## config.mk

```make
export PLATFORM = sky130hd
export DESIGN_NAME = argmax_layer
export DESIGN_NICKNAME = d
export VERILOG_FILES = /design/src/rtl/argmax_layer.sv
export SDC_FILE = /design/constraint.sdc
export NUM_CORES = 1
export LEC_CHECK = 0
export CORE_MARGIN = 10
export CORE_UTILIZATION = 37
export DETAILED_ROUTE_END_ITERATION = 10
export GPL_ROUTABILITY_DRIVEN = 0
export SLEW_MARGIN = 15
export SYNTH_ARGS = -nofsm -noshare
export SYNTH_HDL_FRONTEND = slang
export SYNTH_SLANG_ARGS = --single-unit
export TNS_END_PERCENT = 100
```

## constraint.sdc

```tcl
create_clock -name clock -period 18.6 [get_ports clock]
set_input_delay 3.72 -clock clock [delete_from_list [all_inputs] [get_ports clock]]
set_output_delay 3.72 -clock clock [all_outputs]
set_load 0.05 [all_outputs]
```

## src/rtl/argmax_layer.sv

```systemverilog
// Purpose : final classification stage. Snapshots NUM_INPUTS signed activations on a
//           rising edge of inputs_ready, scans them one per cycle, and reports the
//           index and value of the largest one (lowest index wins ties).
// Latency : start sampled at edge T -> output_ready high after edge T+NUM_INPUTS-1
//           (after edge T when NUM_INPUTS==1).
// Backpressure: none. Start edges arriving during a scan are dropped, not queued.
// Ports   : clock, reset (sync, active-high), inputs_ready (level, rising edge = start),
//           inputs[NUM_INPUTS] (DATA_W-bit signed), class_index, max_value, output_ready.
module argmax_layer #(
  parameter int NUM_INPUTS = 10,
  parameter int DATA_W     = 16,
  localparam int IDX_W     = (NUM_INPUTS > 1) ? $clog2(NUM_INPUTS) : 1
) (
  input  logic                                clock,
  input  logic                                reset,
  input  logic                                inputs_ready,
  input  logic [NUM_INPUTS-1:0][DATA_W-1:0]   inputs,
  output logic [IDX_W-1:0]                    class_index,
  output logic signed [DATA_W-1:0]            max_value,
  output logic                                output_ready
);

  localparam logic [IDX_W-1:0] LAST_IDX = IDX_W'(NUM_INPUTS - 1);

  typedef enum logic [1:0] {IDLE, SCAN, DONE} state_t;

  state_t                    state, state_nxt;
  logic                      prev_ready;
  logic                      start;
  logic [DATA_W-1:0]         snapshot [NUM_INPUTS];
  logic signed [DATA_W-1:0]  best;
  logic [IDX_W-1:0]          best_idx;
  logic [IDX_W-1:0]          i;
  logic                      last;
  logic signed [DATA_W-1:0]  cand;
  logic                      cand_wins;

  // FSM outputs driving the datapath
  logic                      load;
  logic                      step;
  logic                      finish;
  logic [IDX_W-1:0]          res_idx;
  logic signed [DATA_W-1:0]  res_val;

  assign start = inputs_ready & ~prev_ready;
  assign last  = (i == LAST_IDX);

  // A single-entry build never scans, so the element under the cursor is always entry 0.
  generate
    if (NUM_INPUTS == 1) begin : g_one
      assign cand = $signed(snapshot[0]);
    end else begin : g_many
      assign cand = $signed(snapshot[i]);
    end
  endgenerate

  assign cand_wins = (state == SCAN) && (cand > best);

  // State register
  always_ff @(posedge clock) begin
    if (reset) state <= IDLE;
    else       state <= state_nxt;
  end

  // Next-state logic
  always_comb begin
    state_nxt = state;
    case (state)
      IDLE, DONE: if (start) state_nxt = (NUM_INPUTS == 1) ? DONE : SCAN;
      SCAN:       if (last)  state_nxt = DONE;
      default:    state_nxt = IDLE;
    endcase
  end

  // Output logic: control strobes and the result presented on DONE entry
  always_comb begin
    load    = start && (state != SCAN);
    step    = (state == SCAN);
    finish  = (step && last) || (load && (NUM_INPUTS == 1));
    res_idx = cand_wins ? i : best_idx;
    res_val = cand_wins ? cand : best;
    // Single-entry build finishes on the load edge itself, straight from the inputs.
    if (load) begin
      res_idx = '0;
      res_val = $signed(inputs[0]);
    end
  end

  // Datapath and result registers
  always_ff @(posedge clock) begin
    if (reset) begin
      prev_ready   <= 1'b0;
      best         <= '0;
      best_idx     <= '0;
      i            <= '0;
      class_index  <= '0;
      max_value    <= '0;
      output_ready <= 1'b0;
      for (int k = 0; k < NUM_INPUTS; k++) snapshot[k] <= '0;
    end else begin
      prev_ready <= inputs_ready;

      if (load) begin
        for (int k = 0; k < NUM_INPUTS; k++) snapshot[k] <= inputs[k];
        best     <= $signed(inputs[0]);
        best_idx <= '0;
        i        <= IDX_W'(1);
      end else if (step) begin
        if (cand_wins) begin
          best     <= cand;
          best_idx <= i;
        end
        if (!last) i <= i + 1'b1;
      end

      // finish has priority so a single-entry restart from DONE keeps output_ready high.
      if (finish) begin
        class_index  <= res_idx;
        max_value    <= res_val;
        output_ready <= 1'b1;
      end else if (load) begin
        output_ready <= 1'b0;
      end
    end
  end

endmodule
```

After elaboration in Yosys (flattened, before gate mapping)
Memory sizes are Yosys's and may differ from the RTL's.
Index checks and enable logic that the tools add are counted.

storage, ports and cells
  register bits = 48
  input bits = 163
  memories kept = 1
  bits in writable memories = 160
  logic and storage cells = 72

memories
  name      depth  bits a word  rd ports  clocked after Yosys merged registers in  wr ports  RTL line  RTL
  snapshot  10     16           1         0                                        10        30        logic [DATA_W-1:0] snapshot [NUM_INPUTS];

operators by class
  reductions and logical operators = 11
  bitwise operators = 13
  $add $sub $neg = 1
  mux-type cells = 29
  equality and inequality tests = 7
  magnitude comparators = 1

operators by type and width
  cell                                                 number
  2-to-1 mux 16 bit                                    14
  > comparator 16 bit                                  1
  2-to-1 mux 1 bit                                     10
  OR 1 bit                                             10
  2-to-1 mux 4 bit                                     2
  AND reduction 2 bit                                  3
  adder 4 x 1 -> 4 bit, second input constant          1
  equality test 4 bit, second input constant           1
  2-to-1 mux 2 bit                                     2
  != test 2 x 1 -> 1 bit, second input constant        2
  != test 2 bit, second input constant                 2
  one-hot mux 2 bit (2 select lines)                   1
  nonzero test 2 bit                                   2
  OR reduction 2 bit                                   2
  logical AND 1 bit                                    3
  equality test 2 x 1 -> 1 bit, second input constant  1
  equality test 2 bit, second input constant           1
  logical NOT 2 bit                                    1
  NOT 1 bit                                            2
  bitwise AND 1 bit                                    1

Depth between registers and ports, before layout
Gate-level depths: netlist of run 1.

  depth in word-level cells = 7
  gate-level depth with buffers = 15
  depth with buffers taken out = 11

Least setup slack after synthesis of run 1
OpenSTA, ideal clock, no wires.

  path kind = input -> register
  start = in inputs_ready
  end = mem snapshot[0][0] (enable)
  arrival = 8.734 ns
  stages = 4
  required time = 18.013 ns
  path slack = 9.279 ns
  cells stage by stage = nor2b_1 clkbuf_1 a21o_1 clkbuf_1

RTL lines
  element             RTL line  RTL
  start: declaration  16        input logic inputs_ready,
  end: declaration    30

==> flow_summary.ini, run 1 <==
[floorplanning]
start_util_pct = 37.54
core-area_um2 = 26060
rows = 59
dieWidth_um = 182.6
pin_count = 184
dieArea_um2 = 33340
die_h_um = 182.6

[synth]
synth_ff_type = edfxtp_1
syn_inst = 734
ys_types = 43
async_flop_share_pct = 0
ys_seq_area_share_pct = 58.93
avgSynthCellArea_um2 = 13.33
yosysTopAreaCellShare_pct = 49.11
syn_area_um2 = 9783
yosys_warnings = 0
yosysTopAreaCell = edfxtp_1
synth.ff_latch_count = 208
synth_edf_count = 160
syn_nets = 915
synthTopCellsByArea = edfxtp_1 49%, and2_1 10%, mux4_2 9.9%

[run]
drv_cap = 0

[pwr]
peakVddDrop_v = 0.00005704
leakage_nw = 4.524
p_per_area_nw_per_um2 = 95.48

[placement]
place_ws_ns = 11.65
hpwl_um = 17630
io_buffers = 183

[timing]
fin_setup_tns_ns = 0
period_needed_ns = 6.366
rsz0062_at_grt = no
fmax_mhz = 157.1
hold_viol_final = 0
fin_crit_sh_pct = 34.23
slew_headroom_pct = 25.52
setup_viol = 0
setup_ws_ns = 12.23
fin_skew_ns = 0.01054
drv_slew = 0
tightest_slew_ns = 1.116

[critical_path]
worst_setup_path_end_kind = register
crit_chain = clkdlybuf4s50_1, nor2b_2, buf_4, a21o_4, buf_4
crit_top_cell = buf_4
cp_max_fo = 85
startpoint_type = primary input
critPathArrivalTime_ns = 6.51
path_class = primary input to register
cp_slowest_cell = buf_4
cp.required_ns = 18.74
max_stage_delay_ns = 0.94

[cells_and_area]
num_antenna_cells = 0
multi_input_area_um2 = 3666
final_common_cell = clkdlybuf4s50_1
fill_cells = 2304
final_layout_size_suffix_gt1_share_pct = 13.22
nets = 1077
final_cell_mix = 183 x clkdlybuf4s50_1, 160 x and2_1, 160 x edfxtp_1
syn_to_final_growth_pct = 29.80
register_area_um2 = 5769

[cts]
clkLatencyLatePin_ns = 0.53
clk_pin_slew_ns = 0.06
cts_sinks = 208
clockRootBuffer = clkbuf_16
cts-hold-fix-buffers = 0
numCtsBuffers = 25
cts_tree = done
cts_resized = 0
postCtsSetupBuffers = 0
htreeDepth = 1
clk_path_buf_depth = 3

[drt]
via_per_inst = 5.211
drt-initial-drc-count = 478
antenna_left = 0
vias = 6514
drc = 0
routedWlPerCell_um = 20.47
drtPass1Iterations = 5
wl_um = 25580

[run_status]
status = completed

[hold_path]
hp-class = register to register

[global_route]
grt_pass1_vias = 6663
overflow = 0
grtUsageTotal_pct = 14.89
grt_pass1_wl_um = 39160
antenna_found_initial = 1
grt_max_degree = 106
metrics by stage:
stage	area (um^2)	power (mW)	util [%]	hold slack, ns	instances
floorplan	9783	0.6620	-	0.4410	734
global placement	11860	0.7236	45.51	0.4629	1204
detailed placement	11860	0.7254	45.51	0.4675	1204
CTS	12700	1.225	48.73	0.4762	1250
global route	12700	1.259	48.73	0.4867	1250
finish	12700	1.212	48.73	0.4753	1250
Yosys cell counts (18+ instances only):
cell type / number
nor2_1: 34
nand2_1: 28
edfxtp_1: 160
clkbuf_1: 38
and2_1: 160
nand4_1: 24
ha_1: 18
dfxtp_1: 48
a311oi_1: 24
inv_1: 22
mux4_2: 43
per-layer routing:
metal | track usage [%] | wire length (um) | vias to the layer above
met5 | 0 | 9 | -
met4 | 2.929 | 401 | 2
met3 | 4.985 | 2390 | 30
met2 | 22.63 | 11500 | 263
met1 | 20.30 | 11280 | 3148
li1 | - | - | 3071
layout make-up:
| type | count | share of cell area, % |
|---|---|---|
| Sequential cell | 208 | 45.43 |
| Clock buffer | 28 | 5.015 |
| Clock inverter | 18 | 1.596 |
| Multi-Input combinational cell | 444 | 28.87 |
| Inverter | 22 | 0.6503 |
| Tap cell | 335 | 3.301 |
| Timing Repair Buffer | 195 | 15.13 |
state kept, by name, indices dropped and copies added, names as in the netlist:
name	count
max_value	16
best	16
output_ready	1
best_idx	4
i	4
prev_ready	1
state	2
class_index	4
snapshot	160
worst paths after layout:
path                       start        endpoint  slack [ns]  cells after the start
setup / recovery    inputs_ready  snapshot[7][5]       12.23                      5
hold / removal    class_index[2]  class_index[2]        0.48                      2
setup reg to reg            i[1]         best[4]       13.98                     10
hold reg to reg   class_index[2]  class_index[2]        0.48                      2
worst max-delay path, delay by kind of cell:
family / cells / cell delay, ns
buffers and inverters: 3 / 1.73
AOI/OAI and AO/OA: 1 / 0.81
and+or+nand+nor: 1 / 0.14
cells by family after synthesis:
kind of cell	Yosys count	share of synthesized area, %
and+or+nand+nor	264	15.45
AOI/OAI and AO/OA	108	8.416
adders and majority gates	18	2.302
xor gates and xnor gates	1	0.08954
buffers and inverters	82	3.824
muxes	53	10.99
DFF	208	58.93
report_power, final:
part	total [mW]	switching, mW	leakage [nW]	internal, mW
clock	0.496	0.194	0.399	0.303
combinational	0.168	0.0903	2.02	0.0781
sequential	0.548	0.0102	2.11	0.537
total	1.21	0.294	4.52	0.918
Note: power is estimated with default switching activity, not from simulation.
==> inputs of run 2 (changes only) <==
- clock period: 18.6 -> 5.9 ns (I/O delays scaled with it)
==> run 2 against run 1 <==
Routed wire length is 1.8% lower. Global-route usage is 0.063 points lower. Flip-flop and latch count did not move. Clock-buffer cell count fell by 3. First-iteration DRC count fell by 18%. Combinational power rose to 3.0 times the previous value. Sequential power increased to 3.2 times the previous value. Clock skew grew 0.0066 ns. Total power grew to 3.1 times the previous value.
==> flow_summary.ini, run 2 (synthesized netlist as in run 1, its figures left out) <==
[run]
drv_cap = 0

[timing]
fin_setup_tns_ns = 0
rsz0062_at_grt = no
period_needed_ns = 4.461
slew_headroom_pct = 23.39
drv_slew = 0
hold_viol_final = 0
fin_crit_sh_pct = 75.60
setup_ws_ns = 1.439
setup_viol = 0
tightest_slew_ns = 1.148
fmax_mhz = 224.2
fin_skew_ns = 0.01715

[cells_and_area]
final_layout_size_suffix_gt1_share_pct = 13.82
max_flop_register = snapshot
largestRegisters = snapshot: 160 flops, best: 16 flops, max_value: 16 flops
final_cells = 1248
post-route-util_pct = 48.67
syn_to_final_growth_pct = 29.63
nets = 1077
fill_cells = 2303
final_common_cell = clkdlybuf4s50_1
stdcell_area_um2 = 12680
largest_register_ffs = 160
final_cell_mix = 183 x clkdlybuf4s50_1, 160 x and2_1, 160 x edfxtp_1

[pwr]
swShare_pct = 24.00
leakage_nw = 4.520
p_per_area_nw_per_um2 = 294.2
power.share.combinational_pct = 13.7
pwr-share-seq_pct = 46.5
peakVddDrop_v = 0.0001412
power_frac_clock_pct = 39.8
internal-power_mw = 2.836
p_sw_uw = 895.4

[critical_path]
cp_num_buf_inv = 0
cp.required_ns = 6.31
startpoint_type = register
crit_chain = mux4_2, mux4_2, ha_1, a21oi_1, nor2_1, a311oi_4, and4_1, o31ai_1, a311oi_1
cp_slowest_cell = and4_1
max_stage_delay_ns = 0.89
crit_top_cell = mux4_2
crit_family = multiplexers
cp_max_fo = 22
worst_setup_path_end_kind = register
path_class = register to register
critPathArrivalTime_ns = 4.87

[placement]
placedCellCount = 1206
hpwl_um = 18090
io_buffers = 183
placed_cell_area_um2 = 11900
place_ws_ns = 1.361

[cts]
clk_path_buf_depth = 3
cts_resized = 0
clkLatencyLatePin_ns = 0.52
htreeDepth = 1
cts-hold-fix-buffers = 0
cts_sinks = 208
clk_pin_slew_ns = 0.06
numCtsBuffers = 23
clockRootBuffer = clkbuf_16
cts_tree = done
postCtsSetupBuffers = 0

[drt]
vias = 6316
drc = 0
via_per_inst = 5.061
wl_um = 25130
routedWlPerCell_um = 20.14
antenna_left = 0
drtPass1Iterations = 4
drt-initial-drc-count = 393

[floorplanning]
die_h_um = 182.6
dieWidth_um = 182.6
rows = 59
pin_count = 184
start_util_pct = 37.54
dieArea_um2 = 33340
core-area_um2 = 26060

[global_route]
antenna_found_initial = 2
grt_pass1_wl_um = 38970
overflow = 0
grt_max_degree = 158
grtUsageTotal_pct = 14.83
grt_pass1_vias = 6609

[run_status]
status = completed

[hold_path]
hp-class = register to register
==> run 2: cell types whose count changed in the layout (fill, tap and decap cells not counted), sizes merged <==
| cell | delta |
|---|---|
| clkbuf | -3 |
| clkinv | -3 |
| buf | +2 |
| diode | +1 |
| inv | +1 |
==> run 2: cell type report <==
class	instances	area [um^2]	area share, %
Antenna cell	1	2.502	0.01973
Clock inverter	16	197.7	1.559
Multi-Input combinational cell	444	3666	28.91
Tap cell	335	419.2	3.305
Inverter	22	82.58	0.6511
Sequential cell	208	5769	45.49
Clock buffer	25	583.1	4.597
Timing Repair Buffer	197	1962	15.47
==> run 2: power groups by stage <==
stage | sequential, mW | combinational, mW | clock (mW)
floorplan | 1.75 | 0.330 | 0
global placement | 1.77 | 0.512 | 0
detailed placement | 1.77 | 0.515 | 0
CTS | 1.74 | 0.517 | 1.52
global route | 1.75 | 0.564 | 1.58
finish | 1.74 | 0.511 | 1.48
==> run 2: routing by layer <==
layer	GRT usage (%)	part of all wire (%)	wire length [um]
met5	0	0.12	31
met4	3.482	1.6	411
met3	5.242	9.1	2284
met2	21.77	44	11080
met1	20.49	45	11320
==> run 2: tightest hold or removal path: cells and delay by family, from the launching register on <==
| kind | cells | cell delay (ns) |
|---|---|---|
| DFF | 1 | 0.32 |
| and+or+nand+nor | 1 | 0.06 |
| AOI/OAI and AO/OA | 1 | 0.05 |
==> run 2: final timing paths <==
check,from,endpoint,slack [ns],cells after the start
worst min-delay path,class_index[2],class_index[2],0.47,2
worst max-delay path,i[1],best[5],1.44,9
worst max register to register,i[1],best[5],1.44,9
worst min register to register,class_index[2],class_index[2],0.47,2
==> run 2: stage by stage <==
step,hold slack [ns],total power [mW]
2_1_floorplan,0.4410,2.079
3_3_place_gp,0.4513,2.277
6_report,0.4656,3.732
4_1_cts,0.4724,3.774
5_1_grt,0.5048,3.889
3_5_place_dp,0.4633,2.282
